<file path="src/rtl/proc_sequencer.sv">
// proc_sequencer: feeds instructions from a small program memory to the proc core, one per Run/Done handshake.
// A Done watchdog traps hung cores. Define PROC_SEQ_SINGLE_STEP_EN to add step/step_mode and the PAUSE state.
module proc_sequencer #(
  parameter int ADDR_W  = 4,
  parameter int DATA_W  = 16,
  parameter int TIMEOUT = 16
) (
  input  logic              CLOCK_50,
  input  logic              Rest,
  input  logic              start,
  input  logic [ADDR_W:0]   prog_len,
  input  logic              load_we,
  input  logic [ADDR_W-1:0] load_addr,
  input  logic [DATA_W-1:0] load_data,
`ifdef PROC_SEQ_SINGLE_STEP_EN
  input  logic              step,
  input  logic              step_mode,
`endif
  input  logic              Done,
  output logic [DATA_W-1:0] Din,
  output logic              Run,
  output logic [ADDR_W-1:0] pc,
  output logic              busy,
  output logic              halted,
  output logic              error,
  output logic [15:0]       instr_count
);

  // state | meaning
  // IDLE  | after reset, waiting for start
  // FETCH | put mem[pc] on Din and raise Run
  // WAIT  | Din/Run held until Done or watchdog expiry
  // HALT  | last instruction completed
  // ERROR | core hung; pc and Din frozen for inspection
  // PAUSE | single-step only: pc advanced, waiting for step
  typedef enum logic [2:0] {
    S_IDLE,
    S_FETCH,
    S_WAIT,
    S_HALT,
    S_ERROR
`ifdef PROC_SEQ_SINGLE_STEP_EN
    , S_PAUSE
`endif
  } state_t;

  localparam logic [ADDR_W:0]   MAX_LEN = {1'b1, {ADDR_W{1'b0}}};
  localparam logic [ADDR_W:0]   LEN_ONE = {{ADDR_W{1'b0}}, 1'b1};
  localparam logic [ADDR_W-1:0] PC_ONE  = {{(ADDR_W-1){1'b0}}, 1'b1};
  localparam logic [15:0]       WD_LAST = 16'(TIMEOUT - 1);

  state_t              state_q, state_d;
  logic [DATA_W-1:0]   din_q, din_d;
  logic                run_q, run_d;
  logic [ADDR_W-1:0]   pc_q, pc_d;
  logic [15:0]         cnt_q, cnt_d;
  logic [15:0]         wd_q, wd_d;
  logic [ADDR_W:0]     len_q, len_d;
  logic [DATA_W-1:0]   mem_q [2**ADDR_W];

  logic                is_last;
  logic                wd_expired;
  logic                accept_start;
  logic                pause_next;

  assign is_last      = ({1'b0, pc_q} == (len_q - LEN_ONE));
  assign wd_expired   = (wd_q == WD_LAST);
  assign accept_start = start && (state_q == S_IDLE || state_q == S_HALT || state_q == S_ERROR);

`ifdef PROC_SEQ_SINGLE_STEP_EN
  assign pause_next = step_mode;
`else
  assign pause_next = 1'b0;
`endif

  always_ff @(posedge CLOCK_50 or posedge Rest) begin
    if (Rest) begin
      state_q <= S_IDLE;
      din_q   <= '0;
      run_q   <= 1'b0;
      pc_q    <= '0;
      cnt_q   <= '0;
      wd_q    <= '0;
      len_q   <= '0;
    end else begin
      state_q <= state_d;
      din_q   <= din_d;
      run_q   <= run_d;
      pc_q    <= pc_d;
      cnt_q   <= cnt_d;
      wd_q    <= wd_d;
      len_q   <= len_d;
    end
  end

  // Program memory is deliberately left out of reset so a reset mid-run keeps the program.
  always_ff @(posedge CLOCK_50) begin
    if (load_we && !busy) begin
      mem_q[load_addr] <= load_data;
    end
  end

  always_comb begin
    state_d = state_q;
    case (state_q)
      S_IDLE, S_HALT, S_ERROR: begin
        if (accept_start) begin
          state_d = (prog_len == '0) ? S_HALT : S_FETCH;
        end
      end
      S_FETCH: state_d = S_WAIT;
      S_WAIT: begin
        if (Done) begin
          if (is_last) begin
            state_d = S_HALT;
          end else begin
`ifdef PROC_SEQ_SINGLE_STEP_EN
            state_d = pause_next ? S_PAUSE : S_FETCH;
`else
            state_d = S_FETCH;
`endif
          end
        end else if (wd_expired) begin
          state_d = S_ERROR;
        end
      end
`ifdef PROC_SEQ_SINGLE_STEP_EN
      S_PAUSE: begin
        if (step) begin
          state_d = S_FETCH;
        end
      end
`endif
      default: state_d = S_IDLE;
    endcase
  end

  always_comb begin
    din_d = din_q;
    run_d = run_q;
    pc_d  = pc_q;
    cnt_d = cnt_q;
    wd_d  = wd_q;
    len_d = len_q;
    case (state_q)
      S_IDLE, S_HALT, S_ERROR: begin
        if (accept_start) begin
          pc_d  = '0;
          cnt_d = '0;
          if (prog_len != '0) begin
            len_d = (prog_len > MAX_LEN) ? MAX_LEN : prog_len;
          end
        end
      end
      S_FETCH: begin
        din_d = mem_q[pc_q];
        run_d = 1'b1;
        wd_d  = '0;
      end
      S_WAIT: begin
        // Done takes priority over a watchdog expiring on the same edge.
        if (Done) begin
          run_d = 1'b0;
          cnt_d = cnt_q + 16'd1;
          if (!is_last) begin
            pc_d = pc_q + PC_ONE;
          end
        end else if (wd_expired) begin
          run_d = 1'b0;
        end else begin
          wd_d = wd_q + 16'd1;
        end
      end
      default: ;
    endcase
  end

  assign Din         = din_q;
  assign Run         = run_q;
  assign pc          = pc_q;
  assign instr_count = cnt_q;
  assign halted      = (state_q == S_HALT);
  assign error       = (state_q == S_ERROR);
`ifdef PROC_SEQ_SINGLE_STEP_EN
  assign busy        = (state_q == S_FETCH) || (state_q == S_WAIT) || (state_q == S_PAUSE);
`else
  assign busy        = (state_q == S_FETCH) || (state_q == S_WAIT);
`endif

endmodule

</file>
<file path="config.mk">
export PLATFORM = sky130hd
export DESIGN_NAME = proc_sequencer
export DESIGN_NICKNAME = d
export VERILOG_FILES = /design/src/rtl/proc_sequencer.sv
export SDC_FILE = /design/constraint.sdc
export NUM_CORES = 1
export LEC_CHECK = 0
export CORE_ASPECT_RATIO = 0.75
export CORE_MARGIN = 3
export CORE_UTILIZATION = 30
export CTS_BUF_LIST = sky130_fd_sc_hd__clkbuf_4 sky130_fd_sc_hd__clkbuf_8 sky130_fd_sc_hd__clkbuf_16
export DETAILED_ROUTE_END_ITERATION = 7
export PLACE_DENSITY = 0.52
export SETUP_SLACK_MARGIN = 0.2
export SLEW_MARGIN = 20
export SYNTH_ARGS = -nofsm -noshare
export SYNTH_HDL_FRONTEND = slang
export SYNTH_SLANG_ARGS = --single-unit
</file>
<file path="constraint.sdc">
create_clock -name CLOCK_50 -period 3.45 [get_ports CLOCK_50]
set_input_delay 0.69 -clock CLOCK_50 [delete_from_list [all_inputs] [get_ports CLOCK_50]]
set_output_delay 0.69 -clock CLOCK_50 [all_outputs]
set_load 0.005 [all_outputs]
</file>
Yosys cells after proc, flatten, opt, wreduce, memory -nomap -nowiden
Memories as Yosys holds them, arrays and structs flattened. A register that Yosys moved wholly into a read port is not among the register bits.
Index checks and enable logic that the tools add are counted.
- register bits after elaboration: 45
- RAM bits: 256
- bits of input ports: 30
- output and inout bits: 40
- memories kept: 1
- memory list (name ; words ; bits a word ; rd ports ; clocked after Yosys merged registers in ; write ports ; line ; RTL):
    mem_q ; 16 ; 16 ; 1 ; 1 ; 1 ; 59 ; logic [DATA_W-1:0] mem_q [2**ADDR_W];
- add/sub/neg operators: 4
- $lt $le $gt $ge: 1
- equality and inequality tests: 12
- multiplexer cells: 22
- reductions and logical operators: 18
- operator list (operator ; count):
    $mux 16 ; 4
    $pmux 16 s2 ; 2
    $add 16x1->16 const B ; 2
    $eq 16x4->1 const B ; 1
    $mux 4 ; 3
    $ne 2x2->1 const B ; 5
    $mux 3 ; 3
    $pmux 3 s3 ; 1
    $reduce_and 3->1 ; 3
    $pmux 4 s2 ; 1
    $eq 3x2->1 const B ; 2
    $eq 4x5->1 ; 1
    $gt 5x5->1 const B ; 1
    $logic_not 5->1 ; 1
    $mux 5 ; 1
    $reduce_bool 5->1 ; 1
    $sub 5x1->5 const B ; 1
    $add 4x1->4 const B ; 1
    $mux 1 ; 4
    $mux 2 ; 2
    $reduce_and 2->1 ; 2
    $reduce_and 4->1 ; 1
    $reduce_bool 2->1 ; 2
    $eq 3x1->1 const B ; 1
    8 further kinds ; 11

Depth between registers and ports, before layout
Gate-level depths: netlist of run 1.
- depth after elaboration: 6
- mapped depth: 7
- depth with buffers taken out: 7

Worst setup path after synthesis of run 1
Ideal clock, no wire load.
- path kind: flip-flop to flip-flop
- start point: register state_q[1]
- end point: memory mem_q[0][0] (enable)
- setup time: 0.437 ns
- data arrival time: 2.991 ns
- required time: 3.013 ns
- slack: 0.022 ns
- stages on the path, launching flop included: 7
- buffers on the path: 2
- cells stage by stage: dfrtp_1 > clkbuf_2 > or3b_2 > clkbuf_1 > nand3_1 > nor2_1 > nor4b_1
- cells in the longest elaborated chain, start to end: 6
- elaborated cells on any way between the ends: 7
- RTL lines (element ; line ; RTL):
    from (decl) ; 52 ; state_t state_q, state_d;
    from (signal assigned) ; 86 ; state_q <= state_d;
    $eq 3x1->1 / $eq 3x2->1 (equally long branches) ; 187 ; assign busy = (state_q == S_FETCH) || (state_q == S_WAIT);
    $logic_or 1x1->1 * ; 187 ;
    $logic_not 1->1 * ; 98 ; if (load_we && !busy) begin
    $logic_and 1x1->1 * ; 98 ;
    $mux 1 * ; 98 ;
    $mux 1 (not written as such) * ; 99 ; mem_q[load_addr] <= load_data;
    to (decl) ; 59 ;
Mark *: on every way between the ends. The rest lies on a longest branch, timed or not.

Worst setup path in the final report of run 1
- start point: register state_q[0]
- end point: output port busy
- cells in the longest elaborated chain, start to end: 2
- elaborated cells on any way between the ends: 3
- RTL lines (element ; line ; RTL):
    $eq 3x1->1 / $eq 3x2->1 (equally long branches) ; 187 ;
    $logic_or 1x1->1 * ; 187 ;
    to (decl) ; 23 ; output logic busy,
Marks and branches as above.

==> reports/metrics.cfg, run 1 <==
[cells_and_area]
insertedDiodeCount=0
register_area_um2=9220
area_growth_pct=21.9
multi_input_area_um2=3510
layout-drive-gt1-share=0.244
num-fill-cells=3908
nets=864

[detailed_routing]
via_per_inst=4.84
detail_route.wl_per_cell_um=21.2
dr.pass1.iters=4
wl_um=30100
vias=6850
drt_iter0_drc=565
route.detailed.drc=0
ant_nets=0

[global_route]
grt_use_total=0.135
antenna_found_initial=0
grt_pass1_vias=6969
grt_overflow=0
grt_first_pass_wirelength_um=45800
grt_max_degree=38

[power_and_ir_drop]
p_per_area_nw_per_um2=672
pwr-share-comb=0.202
swShare=0.271
power.net_switching_w=0.00285
clkPwrFrac=0.347
vdd_drop_max_mv=0.267
pwr-share-seq=0.451
internal-power_w=0.00767
p_leak_nw=5.16

[sta]
skew_ps=24.0
slew_headroom=0.326
layout_setup_ws_ps=528
maxSlewViolCount=0
hold_viol=0
setup_viol=0
fmax_ghz=0.342
rsz0062_at_grt=false
min_period_ps=2920
fin_crit_sh=0.847
tightest_slew_ps=1010
tns_ps=0

[clock_tree]
clk_path_buf_depth=3
clk_latency_ps=520
cts_num_sinks=317
cts_root_buffer=clkbuf_16
cts_htree_levels=2
cts_resized=0
cts_setup_buffers=0
cts_tree=built
clk_pin_slew_ps=70
cts_made_buffers=35
cts_hold_buffers=0

[floorplanning]
die_area_um2=45300
pin_count=70
die_x_um=245
fp-row-count=64
coreArea_um2=41500
die_h_um=185
initial_core_util=0.309

[logic_synthesis]
syn-num-nets=758
ys_ff_latch=317
yosysTopAreaCell=edfxtp_1
netlist-cell-type-count=46
yosysSeqAreaShare=0.718
yosys_most_used_dff=edfxtp_1
async_reset_ff_frac=0.192
synth_edf_count=256
synthCells=724
synth.area.top_cells=edfxtp_1, dfrtp_1, mux4_2
synth_most_common_cell=edfxtp_1
ys_warn_count=0
synth.top_cells.by_count=edfxtp_1, mux4_2, dfrtp_1, nor2_1, nand2_1
synth_top_area_frac=0.599
avgSynthCellArea_um2=17.7
synth_area_um2=12800

[flow_run]
max_cap_viol_count=0

[min_path]
hold_path.class=in2async

[placed_design]
numPortBuffers=69
gp_congestion=0.760
dp_worst_setup_slack_ps=542
dpl.hpwl_um=18600

[status]
status=completed

[worst_setup_path]
start_kind=flop
worstPathArrival_ps=2230
crit_path_end_kind=output port
crit_type=reg2out
path_max_fanout=13
required_ps=2760

## layout by cell type (no fill, tap or decap), types with 9 or more instances in the layout
cell type and instances:
nor3_1 23, clkdlybuf4s50_1 69, mux2_2 17, a21oi_1 9
edfxtp_1 256, clkbuf_16 35, inv_1 10, nand3_1 21
nand2_1 30, mux2i_1 18, xor2_1 12, mux4_2 64
nor2_1 34, o21ai_0 9, dfrtp_1 58, xnor2_1 15
nor2_2 9, buf_4 32, a221o_1 16
## through the flow
step,area (um^2),std cells,hold WS (ps),util,total power [W]
6_report,15600,1416,483,0.377,0.0105
5_1_grt,15600,1416,490,0.377,0.0110
4_1_cts,15600,1416,481,0.377,0.0107
3_5_place_dp,14500,1354,506,0.350,0.00700
3_3_place_gp,14500,1354,501,0.349,0.00697
2_1_floorplan,12800,724,472,-,0.00606
## area by class of cell
cell class                      count  share of cell area
Clock buffer                       49              0.0655
Sequential cell                   317               0.590
Multi-Input combinational cell    359               0.224
Clock inverter                     13             0.00712
Tap cell                          561              0.0449
Inverter                           11             0.00264
Timing Repair Buffer              106              0.0659
## power by group through the flow
stage | Combinational, W | Clock [W] | Sequential (W)
2_1_floorplan | 0.00147 | 0 | 0.00459
3_3_place_gp | 0.00214 | 0 | 0.00483
3_5_place_dp | 0.00216 | 0 | 0.00483
4_1_cts | 0.00217 | 0.00375 | 0.00475
5_1_grt | 0.00233 | 0.00390 | 0.00478
6_report | 0.00212 | 0.00365 | 0.00474
## critical path, stage by stage, from the launching register on
cell	delay, ps
dfrtp_1	510
or3b_2	620
nand2_1	100
clkdlybuf4s50_1	490
## cells by family after synthesis
logic type	count (synthesis)	synth area share
flip-flops	317	0.718
AND/OR/NAND/NOR	181	0.0748
multiplexers	99	0.141
AO/OA/AOI/OAI	48	0.0286
buffers and inverters	48	0.0151
XOR/XNOR	27	0.0184
adder cells (fa/ha/maj)	4	0.00390
## metal layers
layer  up-vias  part of all wire  wire length (um)  global-route usage
li1       3104                 -                 -                   -
met1      3549              0.48             14500               0.199
met2       156              0.45             13400               0.206
met3        41             0.050              1500              0.0253
met4         0             0.019               580              0.0378
met5         -                 0                 0                   0
## state kept, by name, indices dropped and copies added, names as in the netlist
signal,count
len_q,5
Run,1
mem_q,256
state_q,3
pc,4
wd_q,16
Din,16
instr_count,16
## final timing paths
| check | slack (ps) | endpoint | from | depth (start not counted) |
|---|---|---|---|---|
| min in group CLOCK_50 | 520 | Run | Run | 1 |
| max in group asynchronous | 2290 | wd_q[7] | Rest | 3 |
| min reg2reg | 520 | Run | Run | 1 |
| max | 530 | busy | state_q[0] | 3 |
| max reg2reg | 970 | mem_q[5][13] | state_q[0] | 6 |
| min | 480 | Din[12] | Rest | 2 |
No activity file was read; power rests on OpenSTA's default activity.
==> run 2: changes to the inputs <==
clock period = 2.5 ns   (was 3.45 ns; I/O delays follow)
==> run 2 against run 1 <==
Against the previous run: wire length grew 1.5%; largest cell class unchanged; clock power grew 40%; die area unchanged; sequential power grew 34%; final cell count is 2.8% higher; utilization is 1.3 points higher; total power rose by 42%; combinational power increased by 65%; clock skew shrank 3.1 ps; sequential share of layout area decreased by 2.0 points; via count grew 1.9%; register-to-register slack got worse by 600 ps.
==> reports/metrics.cfg, run 2 (same netlist as run 1, synthesis figures left out) <==
[status]
status=completed

[worst_setup_path]
path_max_fanout=4  ; -9
worstPathArrival_ps=1920  ; -310 ps
max_stage_delay_ps=500  ; -120 ps
r2r_cells=6  ; unchanged
path_delay_family=simple AND/OR/NAND/NOR gates
crit_path_end_kind=output port
path_buf_inv=1  ; unchanged
crit_type=reg2out
required_ps=2000  ; -760 ps
cp_cell_sequence=or3b_4 > nand2_1 > clkdlybuf4s50_1
slowest_stage=clkdlybuf4s50_1
start_kind=flop
cp.depth=3  ; unchanged

[placed_design]
gp_congestion=0.767  ; +0.84%
dp_worst_setup_slack_ps=-189  ; -730 ps
place_inst=1381  ; +2.0%
dpl.hpwl_um=20000  ; +7.5%
numPortBuffers=69  ; unchanged

[cells_and_area]
largest_reg_flops=256  ; unchanged
final_common_cell=edfxtp_1
insertedDiodeCount=0  ; unchanged
nets=903  ; +4.5%
layout-drive-gt1-share=0.277  ; +0.0330
layout.cells.non_filler=1455  ; +2.8%
layout_common_cells=edfxtp_1, clkdlybuf4s50_1, mux4_2, dfrtp_1, buf_4
area_growth_pct=26.1
regMostFlops=mem_q

[power_and_ir_drop]
p_leak_nw=5.43  ; +5.2%
vdd_drop_max_mv=0.363  ; +36%
p_per_area_nw_per_um2=926  ; +38%

[sta]
maxSlewViolCount=0  ; unchanged
slew_headroom=0.401  ; +0.0747
fmax_ghz=0.412
tightest_slew_ps=898  ; -112 ps
layout_setup_ws_ps=75.2  ; -453 ps
setup_viol=0  ; unchanged
skew_ps=20.9  ; -3.12 ps
fin_crit_sh=0.970
min_period_ps=2420
rsz0062_at_grt=true
hold_viol=0  ; unchanged

[clock_tree]
cts_num_sinks=317  ; unchanged
clk_path_buf_depth=3  ; unchanged
cts_tree=built
clk_latency_ps=520  ; about the same
cts_root_buffer=clkbuf_16
clk_pin_slew_ps=60  ; about the same
cts_htree_levels=2  ; unchanged
cts_made_buffers=35  ; unchanged

[global_route]
grt_first_pass_wirelength_um=46100  ; +0.68%
grt_pass1_vias=7060  ; +1.3%
grt_use_total=0.136  ; +0.000666
grt_overflow=0  ; unchanged
antenna_found_initial=0  ; unchanged
grt_max_degree=35  ; -7.9%

[min_path]
hold_path.class=in2async

[detailed_routing]
ant_nets=0  ; unchanged
via_per_inst=4.80  ; -0.86%
detail_route.wl_per_cell_um=21.0  ; -1.2%
wl_um=30500  ; +1.5%
drt_iter0_drc=478  ; -15%
vias=6978  ; +1.9%
dr.pass1.iters=5  ; +1
route.detailed.drc=0  ; unchanged

[floorplanning]
die_area_um2=45300  ; unchanged
coreArea_um2=41500  ; unchanged
die_x_um=245  ; unchanged
pin_count=70  ; unchanged
die_h_um=185  ; unchanged
initial_core_util=0.309  ; unchanged
fp-row-count=64  ; unchanged

[flow_run]
max_cap_viol_count=0  ; unchanged

-- run 2: cell types whose count changed in the layout (fill, tap and decap cells not counted), sizes merged --
cell / previous run / this run
clkinv: 8 / 10
bufinv: 1 / 3
dlygate4sd2: 0 / 2
buf: 37 / 76
clkdlybuf4s50: 69 / 67
clkbuf: 49 / 47
inv: 14 / 12
-- run 2: final timing paths --
| kind | to | slack, ps | startpoint |
|---|---|---|---|
| max | busy | 80 | state_q[2] |
| min | wd_q[9] | 350 | Rest |
| max reg2reg | wd_q[11] | 370 | state_q[0] |
| min reg2reg | len_q[1] | 520 | len_q[1] |
| max in group asynchronous | state_q[2] | 1630 | Rest |
| min in group CLOCK_50 | len_q[1] | 520 | len_q[1] |
-- run 2: timing repair --
action,4_1_cts,5_1_grt
hold buffers,0,0
gates resized for setup,6,1
pin swaps,1,2
buffers inserted,8,4
cloned,0,0
setup endpoints to repair,5,13
-- run 2: layout make-up --
class,instances,area (um^2)
Clock buffer,47,985
Timing Repair Buffer,145,1510
Multi-Input combinational cell,359,3560
Tap cell,561,702
Inverter,11,41.3
Fill cell,3853,25300
Sequential cell,317,9230
Clock inverter,15,156
-- run 2: worst reg2reg max path, stage by stage (launching register included) --
cell and delay (ps):
dfrtp_1 420, buf_4 180, or4b_4 590, nor3_4 250, nand2_2 120, or3_1 360, a21oi_1 140
-- run 2: per-stage QoR --
step	TNS, ps	hold WS (ps)	util	cell area [um^2]	power, W
after floorplan	-2400	472	-	12900	0.00838
after global placement	-1360	501	0.359	14900	0.00986
after detailed placement	-1100	504	0.359	14900	0.00986
after CTS	0	344	0.389	16100	0.0151
after global routing	0	377	0.390	16200	0.0157
final	0	353	0.390	16200	0.0150
-- run 2: power breakdown --
| part | total, W | internal, W | switching, W |
|---|---|---|---|
| Sequential | 0.00637 | 0.00607 | 0.000304 |
| Clock | 0.00510 | 0.00308 | 0.00202 |
| Combinational | 0.00350 | 0.00185 | 0.00166 |
| Total | 0.0150 | 0.0110 | 0.00398 |
-- run 2: layer usage --
layer  global-route usage  part of all wire  vias up
met5                    0                 0        -
met1                0.207              0.50     3610
met3               0.0256             0.041       40
met2                0.201              0.44      147
li1                     -                 -     3181
met4               0.0340             0.018        0
